## src/rtl/mem_router_pkg.sv

```systemverilog
// mem_router_pkg: shared types, default address map and error pattern for mem_router
package mem_router_pkg;
  localparam int XLEN = 64;
  localparam int DEF_NTGT = 2;
  localparam int IDX_W = $clog2(DEF_NTGT);
  typedef logic [XLEN-1:0] xlen_t;
  typedef struct packed {
    logic err;
    logic [IDX_W-1:0] idx;
  } tag_t;
  // index 0 is the UART, index 1 is main memory
  localparam xlen_t DEF_BASE [DEF_NTGT] = '{64'h1000_0000, 64'h8000_0000};
  localparam xlen_t DEF_END [DEF_NTGT] = '{64'h1000_0100, 64'h8010_0000};
  localparam xlen_t ERR_DATA = 64'hbada_bada_bada_bada;
endpackage

```

## src/rtl/mem_router_tag_fifo.sv

```systemverilog
// tag_fifo: synchronous FIFO with registered pointers and combinational head
module tag_fifo #(
  parameter int W = 2,
  parameter int D = 4
) (
  input  logic         clk,
  input  logic         rst,
  input  logic         push,
  input  logic         pop,
  input  logic [W-1:0] din,
  output logic [W-1:0] head,
  output logic         full,
  output logic         empty
);
  localparam int AW = $clog2(D);
  logic [W-1:0] mem [D];
  logic [AW-1:0] wptr, rptr;
  logic [AW:0] cnt;
  logic wr, rd;
  assign full = cnt == (AW+1)'(D);
  assign empty = cnt == '0;
  assign wr = push & ~full;
  assign rd = pop & ~empty;
  assign head = mem[rptr];
  always_ff @(posedge clk) if (wr) mem[wptr] <= din;
  always_ff @(posedge clk) begin
    if (rst) begin
      wptr <= '0;
      rptr <= '0;
      cnt <= '0;
    end else begin
      wptr <= wptr + AW'(wr);
      rptr <= rptr + AW'(rd);
      cnt <= cnt + (AW+1)'(wr) - (AW+1)'(rd);
    end
  end
endmodule

```

## src/rtl/mem_router.sv

```systemverilog
// mem_router: decodes core loads/stores onto memory-mapped targets, returning load data in request order
module mem_router import mem_router_pkg::*; #(
  parameter int    NTGT = DEF_NTGT,
  parameter int    MAX_OUTST = 4,
  parameter xlen_t TGT_BASE [NTGT] = DEF_BASE,
  parameter xlen_t TGT_END [NTGT] = DEF_END
) (
  input  logic        clk,
  input  logic        rst,
  input  logic        ld_a_valid,
  output logic        ld_a_ready,
  input  xlen_t       ld_a_addr,
  output logic        ld_d_valid,
  output xlen_t       ld_d_data,
  output logic        ld_d_err,
  input  logic        st_valid,
  output logic        st_ready,
  input  xlen_t       st_addr,
  input  xlen_t       st_data,
  input  logic [7:0]  st_mask,
  output logic        st_err,
  output logic        t_ld_a_valid [NTGT],
  input  logic        t_ld_a_ready [NTGT],
  output xlen_t       t_ld_a_addr [NTGT],
  input  logic        t_ld_d_valid [NTGT],
  output logic        t_ld_d_ready [NTGT],
  input  xlen_t       t_ld_d_data [NTGT],
  output logic        t_st_valid [NTGT],
  input  logic        t_st_ready [NTGT],
  output xlen_t       t_st_addr [NTGT],
  output xlen_t       t_st_data,
  output logic [7:0]  t_st_mask
);
  logic [IDX_W-1:0] ld_sel, st_sel;
  logic ld_hit, st_hit, full, empty, push, pop;
  tag_t head, tag_in;
  // scanning downwards lets the lowest matching index win on overlaps
  always_comb begin
    ld_sel = '0;
    ld_hit = 1'b0;
    st_sel = '0;
    st_hit = 1'b0;
    for (int i = NTGT - 1; i >= 0; i--) begin
      if (ld_a_addr >= TGT_BASE[i] && ld_a_addr < TGT_END[i]) begin
        ld_hit = 1'b1;
        ld_sel = IDX_W'(i);
      end
      if (st_addr >= TGT_BASE[i] && st_addr < TGT_END[i]) begin
        st_hit = 1'b1;
        st_sel = IDX_W'(i);
      end
    end
  end
  always_comb begin
    for (int i = 0; i < NTGT; i++) begin
      t_ld_a_valid[i] = ld_a_valid & ld_hit & (ld_sel == IDX_W'(i)) & ~full;
      t_ld_a_addr[i] = ld_a_addr - TGT_BASE[i];
      t_ld_d_ready[i] = ~empty & ~head.err & (head.idx == IDX_W'(i));
      t_st_valid[i] = st_valid & st_hit & (st_sel == IDX_W'(i));
      t_st_addr[i] = st_addr - TGT_BASE[i];
    end
  end
  assign ld_a_ready = ~full & (~ld_hit | t_ld_a_ready[ld_sel]);
  assign push = ld_a_valid & ld_a_ready;
  assign pop = ~empty & (head.err | t_ld_d_valid[head.idx]);
  assign tag_in = '{err: ~ld_hit, idx: ld_sel};
  assign st_ready = ~st_hit | t_st_ready[st_sel];
  assign t_st_data = st_data;
  assign t_st_mask = st_mask;
  tag_fifo #(.W($bits(tag_t)), .D(MAX_OUTST)) u_tag_fifo (
    .clk(clk), .rst(rst), .push(push), .pop(pop), .din(tag_in),
    .head(head), .full(full), .empty(empty)
  );
  always_ff @(posedge clk) begin
    if (rst) begin
      ld_d_valid <= 1'b0;
      ld_d_err <= 1'b0;
      ld_d_data <= '0;
      st_err <= 1'b0;
    end else begin
      ld_d_valid <= pop;
      ld_d_err <= pop & head.err;
      if (pop) ld_d_data <= head.err ? ERR_DATA : t_ld_d_data[head.idx];
      st_err <= st_valid & ~st_hit;
    end
  end
endmodule
```

## config.mk

```make
export PLATFORM = sky130hd
export DESIGN_NAME = mem_router
export DESIGN_NICKNAME = d
export VERILOG_FILES = /design/src/rtl/mem_router_pkg.sv /design/src/rtl/mem_router_tag_fifo.sv /design/src/rtl/mem_router.sv
export SDC_FILE = /design/constraint.sdc
export NUM_CORES = 1
export LEC_CHECK = 0
export BUFFER_PORTS_ARGS = -buffer_cell sky130_fd_sc_hd__buf_2
export CORE_AREA = 5 5 282 284
export CTS_BUF_LIST = sky130_fd_sc_hd__clkbuf_8
export CTS_CLUSTER_DIAMETER = 120
export DETAILED_ROUTE_END_ITERATION = 10
export DIE_AREA = 0 0 287 289
export PLACE_DENSITY = 0.31
export SYNTH_ARGS = -nofsm -noshare
export SYNTH_HDL_FRONTEND = slang
export SYNTH_SLANG_ARGS = --single-unit
export TNS_END_PERCENT = 1
```

## constraint.sdc

```tcl
create_clock -name clk -period 3.55 [get_ports clk]
set_input_delay 0.71 -clock clk [delete_from_list [all_inputs] [get_ports clk]]
set_output_delay 0.71 -clock clk [all_outputs]
set_load 0.005 [all_outputs]
```

# [Word level (Yosys, flattened, before mapping)]
# Memories as Yosys holds them, arrays and structs flattened. A register that Yosys moved wholly into a read port is not among the register bits.
# Index checks and enable logic that the tools add are counted.
[totals] register_bits=74 latchBits=0 ram_bits=8 rom_bits=0 input_bits=338 out_inout_bits=403 elab_cells=87 memories=1
[classes] add_sub_neg=8 mul=0 n_div=0 order_cmp=11 eq_ne=1 shift=0 n_mux=22 bitwise_logic=32 n_reduce_logical=5
[memory_table] memory="u_tag_fifo.mem" depth=4 width=2 rd=1 rd_clocked_by_memory_dff=1 wr=1 line="mem_router_tag_fifo.sv:16" text="logic [W-1:0] mem [D];"
[op_table] op="64-bit 2-to-1 mux" n=4
[op_table] op="64-bit by 29-bit >= comparator with 1-bit output, second input constant" n=2
[op_table] op="64-bit by 32-bit >= comparator with 1-bit output, second input constant" n=2
[op_table] op="64-bit by 29-bit less-than comparator with 1-bit output, second input constant" n=2
[op_table] op="64-bit by 32-bit less-than comparator with 1-bit output, second input constant" n=2
[op_table] op="64-bit by 29-bit subtractor with 64-bit output, second input constant" n=2
[op_table] op="64-bit by 32-bit subtractor with 64-bit output, second input constant" n=2
[op_table] op="1-bit AND" n=18
[op_table] op="1-bit 2-to-1 mux" n=17
[op_table] op="1-bit inverter" n=8
[op_table] op="2-bit >= comparator, second input constant" n=3
[op_table] op="1-bit inverter with 2-bit output" n=3
[op_table] op="2-bit by 1-bit adder with 2-bit output" n=2
[op_table] op="1-bit logical AND" n=4
[op_table] op="3-bit by 1-bit adder with 3-bit output" n=1
[op_table] op="3-bit equality test, second input constant" n=1
[op_table] op="3-bit logical NOT" n=1
[op_table] op="1-bit OR" n=3
[op_table] op="3-bit by 1-bit subtractor with 3-bit output" n=1
[op_table] op="2-bit 2-to-1 mux" n=1

# [Depth between registers and ports, before layout]
[depth] depth_word=14 mapped_depth=12 mapped_depth_nobuf=12

# [Hierarchy]
# Synthesis repeated with hierarchy kept, for this count alone.
[unflattened] cells_unflattened=1044 hier_area_um2=7905.1
[by_module_without_submodules] mod="mem_router" instances=1 cells_per_inst=999 area_per_inst_um2=7255.7 seq_area_each_um2=1341.3
[by_module_without_submodules] mod="tag_fifo" instances=1 cells_per_inst=45 area_per_inst_um2=649.4 seq_area_each_um2=380.4

# [Least setup slack after synthesis]
# No wires, ideal clock.
[synth_path] path_kind="input to register" startpoint="input port ld_a_addr[52]" endpoint="register u_tag_fifo.cnt[2]" setup_ns=0.128 arrival_time_ns=3.310 required_time_ns=3.422 setup_slack_ns=0.112 cell_stages=12 path_buffers=2 path_cell_list="clkbuf_1 -> or4_1 -> buf_2 -> nor3_4 -> nand3_1 -> nor4_4 -> nor3_1 -> ha_1 -> fa_1 -> xnor2_1 -> xnor2_1 -> nor2_1"
[synth_via] elab_chain_cells=14 word_cells_on_any_way=20 cone_classes="add/sub: 2; order compare: 4; mux: 6; bitwise: 6; reduce/logical: 2"
[synth_lines] item="start: declaration" line="mem_router.sv:12" text="input xlen_t ld_a_addr,"
[synth_lines] item="64-bit by 32-bit >= comparator with 1-bit output / 64-bit by 32-bit less-than comparator with 1-bit output (equally long branches)" line="mem_router.sv:44" text="if (ld_a_addr >= TGT_BASE[i] && ld_a_addr < TGT_END[i]) begin"
[synth_lines] item="1-bit logical AND" line="mem_router.sv:44"
[synth_lines] item="1-bit 2-to-1 mux (2 in series)" line="mem_router.sv:44"
[synth_lines] item="1-bit inverter with 2-bit output (implied by the code)" line="mem_router.sv:63" text="assign ld_a_ready = ~full & (~ld_hit | t_ld_a_ready[ld_sel]);"
[synth_lines] item="1-bit 2-to-1 mux (implied by the code) (3 in series)" line="mem_router.sv:63"
[synth_lines] item="1-bit OR *" line="mem_router.sv:63"
[synth_lines] item="1-bit AND *" line="mem_router.sv:63"
[synth_lines] item="1-bit AND *" line="mem_router.sv:64" text="assign push = ld_a_valid & ld_a_ready;"
[synth_lines] item="1-bit AND *" line="mem_router_tag_fifo.sv:22" text="assign wr = push & ~full;"
[synth_lines] item="3-bit by 1-bit adder with 3-bit output *" line="mem_router_tag_fifo.sv:34" text="cnt <= cnt + (AW+1)'(wr) - (AW+1)'(rd);"
[synth_lines] item="3-bit by 1-bit subtractor with 3-bit output *" line="mem_router_tag_fifo.sv:34"
[synth_lines] item="end signal: assignment" line="mem_router_tag_fifo.sv:34"
[synth_lines] item="end: declaration" line="mem_router_tag_fifo.sv:18" text="logic [AW:0] cnt;"
# Every way passes the cells marked *; elsewhere a longest branch is shown, timed or not. The select of a mux whose other input is x is not followed.
# A chain may end at the register's enable or synchronous reset.

==> reports/summary.txt <==
CTS Hold Bufs -> 0
Initial Util -> 10.2%
critical path type -> input pin to primary output
clock power share -> 17.4%
Final Power -> 4670 uW
Comb pwr share -> 53.1%
Async SR Flop Fraction -> 0%
first-pass GRT wire length -> 59,700 um
net switching power figure -> 1970 uW
clk sinks -> 82
H-tree Lvls -> 3
Data required, critical path -> 2840 ps
Total Wirelength -> 43,500 um
top-area cell type share of the netlist area -> 18.8%
Ports -> 741
DRC -> 0
Worst setup SP type -> input pin
hold slack -> 462 ps
vias in the first global route -> 8,695
core area -> 76,800 um2
fillers -> 8,967
#FFs+latches synth -> 82
Vias -> 8,467
measured slew at the worst slew-check pin -> 1100 ps
worst vdd ir -> 0.000179 V
fin util -> 15.2%
met3 WL -> 3570 um
worst-case clock buffer depth -> 2
vias per cell -> 3.43
switching part of the total -> 42.2%
row count -> 102
ranking of synthesized cells by area -> dfxtp_1 19%, buf_4 18%, mux2i_1 8.5%
fin. max-slew vios -> 0
Die ar. -> 82,900 um2
minimum clock period -> 3490 ps
synth unique cells -> 60
critical path capture point type -> primary output
Post-Syn Area -> 7870 um2
PortBufs -> 596
met2 WL -> 21,400 um
Mapped Nets -> 1,293
Ys Warns -> 0
Die Ht -> 289 um
Final GP Congestion -> 0.907
pwr dens -> 400 nW/um2
area grow syn2layout -> 48.4%
# setup viols final -> 0
Synth Instances -> 943
TritonCTS Buffers -> 9
DRT antenna net count -> 0
Worst Path Arrival -> 2780 ps
f_max -> 287 MHz
global route total overflow -> 0
LEAKAGE -> 0.00541 uW
met1 wire length -> 17,700 um
outcome -> finished, final reports clean
clk root buf -> clkbuf_8
DR pass1 iterations -> 5
final hold vios -> 0
highest metal used -> met5
Post-synth EDFFs -> 8
HPWL Detailed -> 38,300 um
syn_area_per_cell -> 8.34 um2
Final nets -> 1,769
Clk Latency, worst-skew pair -> 420 ps
sequential share of power -> 29.5%
Max Clock Skew -> 30.2 ps
sequential element share of the synthesized area -> 21.9%
clk slew on worst S/H paths -> 80 ps
Main synth FF type -> dfxtp_1
share of cells above drive strength 1 -> 54.1%
Layout Cells excl Fill -> 2,466
Hold Crit Class -> flop to flop
Internal Power -> 2700 uW
antenna violations before repair -> 3
Tcrit/Tclk final -> 98.2%
pin count of the biggest net entering global routing -> 44
drt first-iter violations -> 360
Max-cap violations -> 0
CTS tree -> built
unrepaired setup endpoints after global routing -> true
WL/cell -> 17.6 um
Die X-Extent -> 287 um
placed insts -> 2,447
normalized max-slew margin -> 26.4%
top cell type by total area after synthesis -> dfxtp_1
gr usage total -> 9.71%
Crit Path Max Fanout -> 12
path summary, 6_finish.rpt:
check | cells past startpoint | startpoint | slack (ps) | end
worst max-delay path | 11 | ld_a_addr[31] | 60 | t_ld_a_addr[59]
worst min-delay path | 1 | ld_d_data[16]$_SDFFE_PP0P_ | 460 | ld_d_data[16]$_SDFFE_PP0P_
worst max register to register | 10 | u_tag_fifo.rptr[0]$_SDFF_PP0_ | 480 | u_tag_fifo.cnt[2]$_SDFF_PP0_
worst min register to register | 1 | ld_d_data[16]$_SDFFE_PP0P_ | 460 | ld_d_data[16]$_SDFFE_PP0P_
registers in the layout, indices dropped and copies added, names as in the netlist:
name / count
st_err: 1
ld_d_err: 1
u_tag_fifo.rptr: 2
u_tag_fifo.wptr: 2
u_tag_fifo.mem: 8
ld_d_valid: 1
u_tag_fifo.cnt: 3
ld_d_data: 64
worst max-delay path: stages:
cell,delay [ps]
buf_2,140
inv_1,80
ha_1,170
or4b_4,500
nor4_4,200
and4b_1,290
buf_12,160
nand3_2,100
xnor2_2,160
buf_4,140
buf_2,130
cell families (layout without fill, tap and decap cells):
family | after synthesis | after routing | share of synthesized area (%)
XOR/XNOR | 134 | 134 | 15.0
multiplexers | 69 | 69 | 8.95
other | 0 | 2 | 0
AO/OA/AOI/OAI | 73 | 73 | 7.32
adder cells (fa/ha/maj) | 12 | 12 | 2.00
buffers and inverters | 262 | 743 | 22.2
flip-flops | 82 | 82 | 21.9
AND/OR/NAND/NOR | 311 | 311 | 22.6
Yosys cell counts, drive strengths merged, types with 2 or more instances:
| cell type | instances |
|---|---|
| o2bb2ai | 24 |
| nand3 | 16 |
| nor3 | 34 |
| and4 | 2 |
| xor2 | 71 |
| nor4b | 3 |
| and3 | 5 |
| or4 | 15 |
| a211oi | 40 |
| nor4 | 41 |
| nand2 | 38 |
| nor2b | 7 |
| buf | 213 |
| clkbuf | 29 |
| or3b | 3 |
| dfxtp | 74 |
| inv | 20 |
| mux2i | 67 |
| a21oi | 2 |
| ha | 11 |
| xnor2 | 63 |
| nand2b | 6 |
| edfxtp | 8 |
| nor3b | 3 |
| nand4 | 14 |
| and2 | 4 |
| or3 | 11 |
| or2 | 2 |
| nor2 | 102 |
| nand4b | 2 |
metrics by stage:
step	TNS (ps)	worst slack [ps]	cell area [um2]
3_3_place_gp	-274	-184	11400
6_report	0	64.7	11700
5_1_grt	-35.4	-24.4	11700
4_1_cts	0	14.1	11600
2_1_floorplan	0	112	7870
3_5_place_dp	-291	-165	11400
metal layers:
layer | global-route usage (%) | vias up
met2 | 16.7 | 396
met4 | 2.62 | 2
met3 | 3.17 | 43
met1 | 11.7 | 4005
li1 | - | 4021
met5 | 0 | -
area by class of cell:
cell class / count / area [um2] / share of cell area (%)
Clock inverter: 7 / 103 / 0.879
Tap cell: 1040 / 1300 / 11.1
Inverter: 20 / 75.1 / 0.643
Antenna cell: 2 / 5.00 / 0.0429
Clock buffer: 9 / 124 / 1.06
Multi-Input combinational cell: 599 / 4490 / 38.5
Sequential cell: 82 / 1720 / 14.7
Timing Repair Buffer: 707 / 3850 / 33.0
power groups by stage:
stage	clock, uW	combinational (uW)	sequential, uW
floorplan	0	1430	1410
global placement	0	2550	1400
detailed placement	0	2550	1410
CTS	886	2560	1390
global route	912	2760	1420
finish	811	2480	1380
timing repair:
item,in CTS,in global routing
setup endpoints to repair,4,11
setup buffers,0,1
pin swaps,0,4
gates resized for setup,3,10
placed cells by master, fill, tap and decap left out, types with 9 or more instances in the layout:
cell       count
nor3_1        25
nand4_1       12
nor4_1        29
nor4_2         9
or4_1         13
buf_4        108
inv_1         19
clkbuf_8       9
o2bb2ai_1     24
nor2_1       100
nand3_1       12
nand2_1       38
xnor2_1       61
dfxtp_1       74
ha_1          11
a211oi_1      40
or3_1          9
xor2_1        71
buf_2        596
mux2i_1       67
(Power assumes the default switching activity.)
